$ cat src/rtl/asrv32_mem_arbiter.sv
`default_nettype none
// ============================================================================
// Module      : asrv32_mem_arbiter
// Description : Round-robin arbiter sharing one stb/ack memory port between
//               the instruction and data requesters, with per-grant timeout.
// Revision    : 1.0 - initial release
// ============================================================================
module asrv32_mem_arbiter #(
    parameter int unsigned TIMEOUT_CYCLES = 16
) (
    input  logic        i_clk,
    input  logic        i_rst,
    // instruction requester
    input  logic        i_inst_stb,
    input  logic [31:0] i_inst_addr,
    output logic        o_inst_ack,
    output logic [31:0] o_inst_rdata,
    output logic        o_inst_err,
    // data requester
    input  logic        i_data_stb,
    input  logic [31:0] i_data_addr,
    input  logic [31:0] i_data_wdata,
    input  logic        i_data_wr_en,
    input  logic [3:0]  i_data_wr_mask,
    output logic        o_data_ack,
    output logic [31:0] o_data_rdata,
    output logic        o_data_err,
    // shared memory port
    output logic        o_mem_stb,
    output logic [31:0] o_mem_addr,
    output logic [31:0] o_mem_wdata,
    output logic        o_mem_wr_en,
    output logic [3:0]  o_mem_wr_mask,
    input  logic        i_mem_ack,
    input  logic [31:0] i_mem_rdata
);

    localparam logic [1:0] c_IDLE       = 2'd0;
    localparam logic [1:0] c_GRANT_INST = 2'd1;
    localparam logic [1:0] c_GRANT_DATA = 2'd2;

    localparam logic [7:0] c_CNT_LAST = 8'(TIMEOUT_CYCLES - 1);

    logic [1:0]  state_q, state_d;
    logic [7:0]  cnt_q, cnt_d;
    logic        last_data_q, last_data_d;

    logic        inst_pend_q, inst_pend_d;
    logic [31:0] inst_pend_addr_q, inst_pend_addr_d;

    logic        data_pend_q, data_pend_d;
    logic [31:0] data_pend_addr_q, data_pend_addr_d;
    logic [31:0] data_pend_wdata_q, data_pend_wdata_d;
    logic        data_pend_wr_en_q, data_pend_wr_en_d;
    logic [3:0]  data_pend_mask_q, data_pend_mask_d;

    logic        mem_stb_q, mem_stb_d;
    logic [31:0] mem_addr_q, mem_addr_d;
    logic [31:0] mem_wdata_q, mem_wdata_d;
    logic        mem_wr_en_q, mem_wr_en_d;
    logic [3:0]  mem_mask_q, mem_mask_d;

    logic        inst_ack_q, inst_ack_d;
    logic        inst_err_q, inst_err_d;
    logic [31:0] inst_rdata_q, inst_rdata_d;
    logic        data_ack_q, data_ack_d;
    logic        data_err_q, data_err_d;
    logic [31:0] data_rdata_q, data_rdata_d;

    logic w_inst_req;
    logic w_data_req;
    logic w_grant_inst;
    logic w_grant_data;
    logic w_expired;

    assign w_inst_req = i_inst_stb | inst_pend_q;
    assign w_data_req = i_data_stb | data_pend_q;

    // On a tie the port that did not win last time gets the memory.
    assign w_grant_inst = (state_q == c_IDLE) && w_inst_req && (!w_data_req || last_data_q);
    assign w_grant_data = (state_q == c_IDLE) && w_data_req && !w_grant_inst;
    assign w_expired    = (cnt_q == c_CNT_LAST);

    always_comb begin
        inst_pend_d      = inst_pend_q;
        inst_pend_addr_d = inst_pend_addr_q;
        if (w_grant_inst) begin
            inst_pend_d = 1'b0;
        end else if (i_inst_stb && !inst_pend_q && (state_q != c_GRANT_INST)) begin
            inst_pend_d      = 1'b1;
            inst_pend_addr_d = i_inst_addr;
        end
    end

    always_comb begin
        data_pend_d       = data_pend_q;
        data_pend_addr_d  = data_pend_addr_q;
        data_pend_wdata_d = data_pend_wdata_q;
        data_pend_wr_en_d = data_pend_wr_en_q;
        data_pend_mask_d  = data_pend_mask_q;
        if (w_grant_data) begin
            data_pend_d = 1'b0;
        end else if (i_data_stb && !data_pend_q && (state_q != c_GRANT_DATA)) begin
            data_pend_d       = 1'b1;
            data_pend_addr_d  = i_data_addr;
            data_pend_wdata_d = i_data_wdata;
            data_pend_wr_en_d = i_data_wr_en;
            data_pend_mask_d  = i_data_wr_mask;
        end
    end

    always_comb begin
        state_d      = state_q;
        cnt_d        = cnt_q;
        last_data_d  = last_data_q;
        mem_stb_d    = 1'b0;
        mem_addr_d   = mem_addr_q;
        mem_wdata_d  = mem_wdata_q;
        mem_wr_en_d  = mem_wr_en_q;
        mem_mask_d   = mem_mask_q;
        inst_ack_d   = 1'b0;
        inst_err_d   = 1'b0;
        inst_rdata_d = inst_rdata_q;
        data_ack_d   = 1'b0;
        data_err_d   = 1'b0;
        data_rdata_d = data_rdata_q;

        case (state_q)
            c_IDLE: begin
                if (w_grant_inst) begin
                    state_d     = c_GRANT_INST;
                    cnt_d       = 8'd0;
                    last_data_d = 1'b0;
                    mem_stb_d   = 1'b1;
                    mem_addr_d  = inst_pend_q ? inst_pend_addr_q : i_inst_addr;
                    mem_wdata_d = 32'd0;
                    mem_wr_en_d = 1'b0;
                    mem_mask_d  = 4'd0;
                end else if (w_grant_data) begin
                    state_d     = c_GRANT_DATA;
                    cnt_d       = 8'd0;
                    last_data_d = 1'b1;
                    mem_stb_d   = 1'b1;
                    mem_addr_d  = data_pend_q ? data_pend_addr_q  : i_data_addr;
                    mem_wdata_d = data_pend_q ? data_pend_wdata_q : i_data_wdata;
                    mem_wr_en_d = data_pend_q ? data_pend_wr_en_q : i_data_wr_en;
                    mem_mask_d  = data_pend_q ? data_pend_mask_q  : i_data_wr_mask;
                end
            end
            c_GRANT_INST: begin
                // A real ack wins over an expiry landing on the same edge.
                if (i_mem_ack) begin
                    state_d      = c_IDLE;
                    inst_ack_d   = 1'b1;
                    inst_rdata_d = i_mem_rdata;
                end else if (w_expired) begin
                    state_d      = c_IDLE;
                    inst_ack_d   = 1'b1;
                    inst_err_d   = 1'b1;
                    inst_rdata_d = 32'd0;
                end else begin
                    cnt_d = cnt_q + 8'd1;
                end
            end
            c_GRANT_DATA: begin
                if (i_mem_ack) begin
                    state_d      = c_IDLE;
                    data_ack_d   = 1'b1;
                    data_rdata_d = i_mem_rdata;
                end else if (w_expired) begin
                    state_d      = c_IDLE;
                    data_ack_d   = 1'b1;
                    data_err_d   = 1'b1;
                    data_rdata_d = 32'd0;
                end else begin
                    cnt_d = cnt_q + 8'd1;
                end
            end
            default: begin
                state_d = c_IDLE;
            end
        endcase
    end

    always_ff @(posedge i_clk) begin
        if (i_rst) begin
            state_q           <= c_IDLE;
            cnt_q             <= 8'd0;
            last_data_q       <= 1'b1;
            inst_pend_q       <= 1'b0;
            inst_pend_addr_q  <= 32'd0;
            data_pend_q       <= 1'b0;
            data_pend_addr_q  <= 32'd0;
            data_pend_wdata_q <= 32'd0;
            data_pend_wr_en_q <= 1'b0;
            data_pend_mask_q  <= 4'd0;
            mem_stb_q         <= 1'b0;
            mem_addr_q        <= 32'd0;
            mem_wdata_q       <= 32'd0;
            mem_wr_en_q       <= 1'b0;
            mem_mask_q        <= 4'd0;
            inst_ack_q        <= 1'b0;
            inst_err_q        <= 1'b0;
            inst_rdata_q      <= 32'd0;
            data_ack_q        <= 1'b0;
            data_err_q        <= 1'b0;
            data_rdata_q      <= 32'd0;
        end else begin
            state_q           <= state_d;
            cnt_q             <= cnt_d;
            last_data_q       <= last_data_d;
            inst_pend_q       <= inst_pend_d;
            inst_pend_addr_q  <= inst_pend_addr_d;
            data_pend_q       <= data_pend_d;
            data_pend_addr_q  <= data_pend_addr_d;
            data_pend_wdata_q <= data_pend_wdata_d;
            data_pend_wr_en_q <= data_pend_wr_en_d;
            data_pend_mask_q  <= data_pend_mask_d;
            mem_stb_q         <= mem_stb_d;
            mem_addr_q        <= mem_addr_d;
            mem_wdata_q       <= mem_wdata_d;
            mem_wr_en_q       <= mem_wr_en_d;
            mem_mask_q        <= mem_mask_d;
            inst_ack_q        <= inst_ack_d;
            inst_err_q        <= inst_err_d;
            inst_rdata_q      <= inst_rdata_d;
            data_ack_q        <= data_ack_d;
            data_err_q        <= data_err_d;
            data_rdata_q      <= data_rdata_d;
        end
    end

    assign o_mem_stb     = mem_stb_q;
    assign o_mem_addr    = mem_addr_q;
    assign o_mem_wdata   = mem_wdata_q;
    assign o_mem_wr_en   = mem_wr_en_q;
    assign o_mem_wr_mask = mem_mask_q;
    assign o_inst_ack    = inst_ack_q;
    assign o_inst_err    = inst_err_q;
    assign o_inst_rdata  = inst_rdata_q;
    assign o_data_ack    = data_ack_q;
    assign o_data_err    = data_err_q;
    assign o_data_rdata  = data_rdata_q;

endmodule
`default_nettype wire

$ cat config.mk
export PLATFORM = sky130hd
export DESIGN_NAME = asrv32_mem_arbiter
export DESIGN_NICKNAME = d
export VERILOG_FILES = /design/src/rtl/asrv32_mem_arbiter.sv
export SDC_FILE = /design/constraint.sdc
export NUM_CORES = 1
export LEC_CHECK = 0
export CORE_ASPECT_RATIO = 1.2
export CORE_MARGIN = 1.5
export CORE_UTILIZATION = 35
export CTS_CLUSTER_DIAMETER = 200
export DETAILED_ROUTE_END_ITERATION = 10
export PLACE_DENSITY = 0.6
export SLEW_MARGIN = 0
export SYNTH_ARGS = -nofsm -noshare
export SYNTH_HDL_FRONTEND = slang
export SYNTH_SLANG_ARGS = --single-unit
$ cat constraint.sdc
create_clock -name i_clk -period 2.6 [get_ports i_clk]
set_input_delay 0.26 -clock i_clk [delete_from_list [all_inputs] [get_ports i_clk]]
set_output_delay 0.26 -clock i_clk [all_outputs]
set_load 0.05 [all_outputs]
# [Word-level counts from Yosys, hierarchy flattened]
# Index checks and enable logic that the tools add are counted.
[op_classes] n_bitwise=7 eq_ne=9 addsub=1 mux=32 reduce_logical=30 n_shift=0 n_lt_le_gt_ge=0 n_mul=0 div_mod_pow=0
[op_table] op="$mux W32" n=9
[op_table] op="$mux W8" n=4
[op_table] op="$pmux W8 S2" n=1
[op_table] op="$mux W4" n=3
[op_table] op="$reduce_and A2 Y1" n=6
[op_table] op="$reduce_or A2 Y1" n=6
[op_table] op="$mux W1" n=10
[op_table] op="$add A8 B1 Y8 const B" n=1
[op_table] op="$eq A8 B4 Y1 const B" n=1
[op_table] op="$logic_and A1 B1 Y1" n=8
[op_table] op="$mux W2" n=4
[op_table] op="$ne A2 B2 Y1 const B" n=3
[op_table] op="$reduce_bool A2 Y1" n=3
[op_table] op="$not A1 Y1" n=5
[op_table] op="$logic_not A1 Y1" n=4
[op_table] op="$pmux W2 S2" n=1
[op_table] op="$reduce_and A4 Y1" n=1
[op_table] op="$ne A3 B1 Y1 const B" n=1
[op_table] op="$ne A3 B3 Y1 const B" n=1
[op_table] op="$eq A2 B1 Y1 const B" n=1
[op_table] op="$eq A2 B2 Y1 const B" n=1
[op_table] op="$logic_not A2 Y1" n=1
[op_table] op="$ne A2 B1 Y1 const B" n=1
[op_table] op="$or A1 B1 Y1" n=2
[op_table] op="$logic_or A1 B1 Y1" n=1
[totals] rom_bits=0 in_bits=138 ff_bits=252 n_memories=0 wordCells=100 latch_bits=0 output_inout_bits=138 ram_bits=0

# [Depth between registers and ports, before layout]
# Gate-level depths: netlist of run 1.
[logic_depth] depth_word=9 mapped_depth=10 ltp_nobuf=6

# [Worst setup path before layout of run 1]
# Ideal clock, no wire load.
[synth_timing] kind="reg-to-reg" from="register state_q[0]" to="register cnt_q[6]" required_ns=2.526 synth_period_minus_slack_ns=1.945 setup_ns=0.074 stages_incl_launch_ff=8 slack_ns=0.655 t_arrival_ns=1.871 n_path_buf=1 path_cell_list="dfxtp_1 > inv_1 > ha_1 > clkbuf_1 > nand2b_1 > a21o_1 > or4_1 > a31oi_1"
[synth_between] elab_chain_len=7 elab_cells_between_ends=16 cone_classes="eq/ne: 5; mux: 2; reduce/logical: 9"
[synth_lines] element="start, declared" line="44" source="logic [1:0] state_q, state_d;"
[synth_lines] element="start signal, assigned" line="187" source="state_q <= c_IDLE;"
[synth_lines] element="start signal, assigned" line="209" source="state_q <= state_d;"
[synth_lines] element="$logic_not A2 Y1" line="80, 81, 128"
[synth_lines] element="$logic_and A1 B1 Y1 (2 in series)" line="80" source="assign w_grant_inst = (state_q == c_IDLE) && w_inst_req && (!w_data_req || last_data_q);"
[synth_lines] element="$logic_not A1 Y1" line="81" source="assign w_grant_data = (state_q == c_IDLE) && w_data_req && !w_grant_inst;"
[synth_lines] element="$logic_and A1 B1 Y1" line="81"
[synth_lines] element="$ne A3 B3 Y1 (no source line)"
[synth_lines] element="$reduce_and A4 Y1 (no source line)"
[synth_lines] element="end signal, assigned" line="210" source="cnt_q <= cnt_d;"
[synth_lines] element="end, declared" line="45" source="logic [7:0] cnt_q, cnt_d;"
# Several ways; a longest one is shown, not always the timed one.
# A chain may end at the register's enable or synchronous reset.

# [Final worst setup path of run 1]
# Same ends and word-level chain as after synthesis.

==> run_results.csv, run 1 <==
group,metric,value,unit
run_status,status,"completed",
sta,max_freq,476.2,MHz
floorplanning,die_area,32200,um2
clocking,cts.sinks,252,
floorplanning,die_y,196.3,um
setup_path,required,3060,ps
logic_synthesis,synthTopCellsByArea,"dfxtp_1, a21oi_1, o21ai_0",
floorplanning,die_x,164.1,um
sta,fin_crit,2100,ps
finish,final_util,0.4900,
route,first_pass_iters,5,
setup_path,r2r_end,"cnt_q[6]",
clocking,clock-root-buffer,"clkbuf_16",
clocking,cts_resized,0,
route,wl_per_cell,18.40,um
route,post-route-drc-count,0,
route,ant_nets,0,
logic_synthesis,yosysWarnings,0,
sta,worst_pin_slew,609.5,ps
route,via_per_inst,5.483,
setup_path,regToRegSetupSlack,500,ps
global_route,antenna_found_initial,6,
clocking,cts_tree,"done",
global_route,grt_remaining_overflow,0,
place,gp_congestion,0.8197,
sta,fin_skew,11.83,ps
power_and_ir_drop,p_leak,5.051,nW
sta,rsz0062_at_grt,"false",
logic_synthesis,synth_edf_count,0,
logic_synthesis,syn_avg_cell_area,8.291,um2
sta,slew_headroom,0.5924,
floorplanning,initial_core_util,0.3564,
floorplanning,rows,70,
logic_synthesis,yosys.cell_count.top_type,"dfxtp_1",
setup_path,r2r_cells,6,
setup_path,rr_startpoint,"state_q[0]",
logic_synthesis,syn-num-nets,1458,
global_route,grt_max_degree,70,
route,wl,35720,um
power_and_ir_drop,ir_drop,0.0006400,V
setup_path,critical_path_class,"reg2reg",
setup_path,start_kind,"flop",
clocking,cts_made_buffers,27,
hold_path,min_from,"i_rst",
setup_path,crit_buf_inv,1,
finish,fillCellCount,2966,
clocking,hold_buffers,0,
place,hpwl,23450,um
logic_synthesis,synthDominantCellAreaShare,0.4631,
logic_synthesis,synthCells,1314,
logic_synthesis,syn_area,10890,um2
setup_path,critical_path.top_delay_family,"simple AND/OR/NAND/NOR gates",
setup_path,crit_path_max_fanout,10,
logic_synthesis,synth_top_area_cell,"dfxtp_1",
clocking,cts_htree_levels,1,
setup_path,cp.arrival,2550,ps
global_route,grt_pass1_vias,10110,
logic_synthesis,seq_area_frac_synth,0.4631,
sta,setup_viol,0,
finish,nets,1667,
global_route,grt_use_met1,0.2771,
logic_synthesis,synth_seq_cells,252,
finish,area_growth,37.48,%
sta,hold_viol_final,0,
setup_path,crit_chain,"inv_1, ha_1, nand2b_1, a21o_1, or4_1, a31oi_1",
logic_synthesis,synthFlopType,"dfxtp_1",
clocking,post_cts_buffers,0,
logic_synthesis,synth.distinct_cells,48,
global_route,use_met2,0.3455,
logic_synthesis,synth_common_cells,"dfxtp_1, a21oi_1, o21ai_0",
floorplanning,core,30570,um2
hold_path,min_to,"o_inst_rdata[8]",
clocking,clk_pin_slew,60,ps
global_route,grtUsageMet3,0.05814,
sta,tns,0,ps
clocking,clock_latency,540,ps
place,port_buffers,275,
hold_path,min_path_type,"in2reg",
setup_path,slowest_delay,490,ps
setup_path,cpMaxStageDelayCell,"or4_1",
run,drv_cap,0,
setup_path,cp-end-kind,"flop",
logic_synthesis,async_reset_ff_frac,0,
finish,drive_gt1_frac,0.08625,
global_route,grt_pass1_wl,55680,um
clocking,cts_buffer_depth,3,
route,dr.first_iter.drc_count,755,
power_and_ir_drop,power.density,1149,nW/um2
global_route,top_usage_layer,"met2",
hold_path,hold_depth,2,
route,vias,10640,
sta,finalMaxSlewViolations,0,
floorplanning,io_pins,276,
global_route,track_usage,0.2149,
sta,fin_crit_sh,0.8076,
## through the flow
step           cells  total power [mW]  hold WS, ps  setup slack (ps)  area (um2)
2_1_floorplan   1314             10.46        392.7             655.1       10890
3_3_place_gp    1890             13.27        440.9             402.4       14070
3_5_place_dp    1890             13.34        446.5             314.5       14070
4_1_cts         1938             17.32        161.2             506.8       14970
5_1_grt         1941             18.13        177.7             339.1       14980
6_report        1941             17.21        161.0             500.1       14980
## sequential cells by signal (all words and copies together) (netlist names), 8 cells and up
name	flops
o_mem_wdata	32
inst_pend_addr_q	32
data_pend_addr_q	32
o_inst_rdata	32
data_pend_wdata_q	32
o_mem_addr	32
o_data_rdata	32
cnt_q	8
## worst max path at each step
stage,cells past startpoint,from,slack (ps),endpoint
after floorplan,7,state_q[0],660,cnt_q[6]
after global placement,6,i_data_stb,400,o_mem_addr[23]
after detailed placement,6,i_data_stb,310,inst_pend_addr_q[23]
after CTS,7,state_q[0],510,o_mem_addr[27]
after global routing,6,state_q[0],340,cnt_q[7]
final,6,state_q[0],500,cnt_q[6]
## area by class of cell
class | count | area [um2] | share of cell area
multi-input combinational | 924 | 5355 | 0.3576
sequential | 252 | 5050 | 0.3372
timing repair buffer | 312 | 3144 | 0.2099
clock buffer | 40 | 784.5 | 0.05238
tap | 396 | 495.5 | 0.03308
clock inverter | 8 | 117.6 | 0.007853
inverter | 6 | 22.52 | 0.001504
antenna | 3 | 7.507 | 0.0005013
## metal layers
| metal | part of all wire | vias to the layer above | routed length, um |
|---|---|---|---|
| met5 | 0.0013 | - | 45 |
| met4 | 0.029 | 6 | 1028 |
| met3 | 0.085 | 65 | 3042 |
| met2 | 0.46 | 401 | 16520 |
| met1 | 0.42 | 5064 | 15090 |
| li1 | - | 5106 | - |
## layout by cell type, fill, tap and decap left out, types with 27 or more instances in the layout
| cell type | Yosys | layout |
|---|---|---|
| clkdlybuf4s50_1 | 0 | 274 |
| nand2_1 | 148 | 148 |
| o21ai_0 | 220 | 220 |
| buf_4 | 3 | 28 |
| nand3_1 | 114 | 114 |
| clkbuf_16 | 0 | 27 |
| mux2i_1 | 64 | 64 |
| mux2_2 | 37 | 37 |
| nand4_1 | 34 | 34 |
| a21oi_1 | 222 | 222 |
| dfxtp_1 | 252 | 250 |
## kinds of logic after synthesis
group | share of synthesized area
flops | 0.4631
mux | 0.09705
simple gates | 0.1425
fa+ha+maj | 0.006891
buf+inv | 0.05191
compound gates | 0.2385
## where the power goes
group          total (mW)  switching (mW)  internal, mW  leakage, nW
Combinational        8.08            5.41          2.67         2.56
Sequential           5.18           0.461          4.72         2.05
Clock                3.95            1.58          2.37        0.442
Note: power is estimated with default switching activity, not from simulation.
==> run 2, diff against run 1 <==
- clock period: 2.6 -> 2 ns (I/O delays scaled with it)
==> run 2 against run 1 <==
Net effect: global-route usage about the same; die area unchanged; clock power increased by 41%; setup slack got worse by 450 ps; largest power group unchanged; power increased by 35%; utilization increased by 1.1 points; critical endpoint is now o_mem_addr[21]; sequential power increased by 29%; register-to-register slack got worse by 360 ps; count of clock-buffer cells in the layout decreased by 4; largest cell class unchanged; design area increased by 2.3%; first-iteration DRC count increased by 7.8%.
==> run_results.csv, run 2 (synthesized netlist as in run 1, its figures left out) <==
group,metric,value,unit
run_status,status,"completed",
setup_path,cp.arrival,1740,ps
sta,slew_headroom,0.5877,
place,place_area,14300,um2
sta,hold_ws,236.1,ps
global_route,grt_max_degree,78,
setup_path,crit_buf_inv,1,
global_route,antenna_found_initial,5,
route,via_per_inst,5.409,
finish,final_util,0.5011,
setup_path,critical_path_class,"reg2out",
setup_path,slowest_delay,820,ps
route,dr.first_iter.drc_count,814,
setup_path,cp-end-kind,"output port",
clocking,cts_tree,"done",
setup_path,crit_cells,1,
global_route,grt_pass1_vias,10210,
floorplanning,rows,70,
clocking,cts_made_buffers,28,
setup_path,r2r_cells,6,
route,first_pass_iters,6,
power_and_ir_drop,ir_drop,0.0007902,V
place,place_ws,52.35,ps
power_and_ir_drop,power.density,1515,nW/um2
finish,area_growth,40.61,%
route,wl,35860,um
route,post-route-drc-count,0,
hold_path,min_path_type,"in2reg",
setup_path,regToRegSetupSlack,140,ps
floorplanning,initial_core_util,0.3564,
floorplanning,die_area,32200,um2
sta,max_freq,514.2,MHz
finish,drive_gt1_frac,0.1033,
floorplanning,die_y,196.3,um
sta,fin_crit,1945,ps
route,wl_per_cell,18.20,um
floorplanning,core,30570,um2
global_route,grt_pass1_wl,55820,um
sta,fin_crit_sh,0.9725,
finish,final_cell_mix,"clkdlybuf4s50_1, dfxtp_1, a21oi_1, o21ai_0, nand2_1",
finish,final_common_cell,"clkdlybuf4s50_1",
setup_path,start_kind,"flop",
floorplanning,die_x,164.1,um
global_route,grt_remaining_overflow,0,
sta,worst_pin_slew,621.0,ps
power_and_ir_drop,p_leak,5.237,nW
clocking,clk_pin_slew,60,ps
clocking,clock-root-buffer,"clkbuf_16",
hold_path,min_from,"i_mem_rdata[10]",
sta,finalWorstSetupSlack,55.10,ps
setup_path,crit_path_end,"o_mem_addr[21]",
floorplanning,io_pins,276,
sta,finalMaxSlewViolations,0,
clocking,cts.sinks,252,
sta,hold_viol_final,0,
place,port_buffers,275,
clocking,cts_buffer_depth,3,
finish,final_area,15320,um2
clocking,cts_htree_levels,1,
global_route,track_usage,0.2149,
setup_path,critical_path.top_delay_family,"buffers and inverters",
finish,nets,1690,
place,gp_congestion,0.8097,
setup_path,r2r_end,"cnt_q[7]",
setup_path,crit_chain,"clkdlybuf4s50_1",
setup_path,setup.worst_path.start,"o_mem_addr[21]",
setup_path,rr_startpoint,"state_q[0]",
run,drv_cap,0,
sta,fin_skew,13.58,ps
route,vias,10660,
clocking,clock_latency,550,ps
route,ant_nets,0,
setup_path,crit_path_max_fanout,2,
setup_path,required,1800,ps
place,hpwl,23740,um
sta,setup_viol,0,
setup_path,cpMaxStageDelayCell,"clkdlybuf4s50_1",
## run 2: worst min path at each step
stage | cells past startpoint | end
global route | 3 | inst_pend_addr_q[28]
CTS | 3 | o_inst_rdata[18]
finish | 3 | o_inst_rdata[10]
floorplan | 1 | o_data_rdata[0]
detailed placement | 2 | inst_pend_addr_q[6]
global placement | 2 | inst_pend_addr_q[24]
## run 2: cell type report
cell class	instances	area, um2
Timing Repair Buffer	334	3383
Inverter	6	22.52
Clock buffer	36	782.0
Sequential cell	252	5050
Fill cell	2867	15250
Antenna cell	6	15.01
Clock inverter	16	215.2
Multi-Input combinational cell	924	5355
Tap cell	396	495.5
## run 2: metal layers
metal / GRT usage / up-vias / part of all wire
li1: - / 5166 / -
met1: 0.2729 / 5050 / 0.42
met2: 0.3540 / 373 / 0.47
met3: 0.05772 / 62 / 0.083
met4: 0.06330 / 4 / 0.024
met5: 0 / - / 0.00067
## run 2: where the power goes
part           switching [mW]  internal [mW]  leakage [nW]
registers               0.556           6.13          2.05
clock network            2.15           3.41         0.491
logic                    7.15           3.83          2.69
total                    9.85           13.4          5.24
## run 2: worst register-to-register path, stage by stage, from the launching register on
cell	delay [ps]
dfxtp_1	390
inv_1	110
ha_1	330
nand2b_1	80
a21o_1	220
or4_1	490
a31oi_1	160
## run 2: stage by stage
stage               cells  total power [mW]  TNS, ps
floorplan            1314             13.60        0
global placement     1911             17.68        0
detailed placement   1911             17.78        0
CTS                  1964             23.39        0
global route         1966             24.39  -0.5564
finish               1970             23.21        0
## run 2: repair_timing
action	4_1_cts	5_1_grt
setup endpoints to repair	1	0
endpoints found under the hold margin	15	0
hold buffers	1	0
gates resized for setup	1	0
setup buffers	0	0
==> run 3, diff against run 2 <==
- HOLD_SLACK_MARGIN: not set -> 0.12
==> results of run 3 <==
Same layout as run 2: the final DEF is identical, and so are final timing and power.
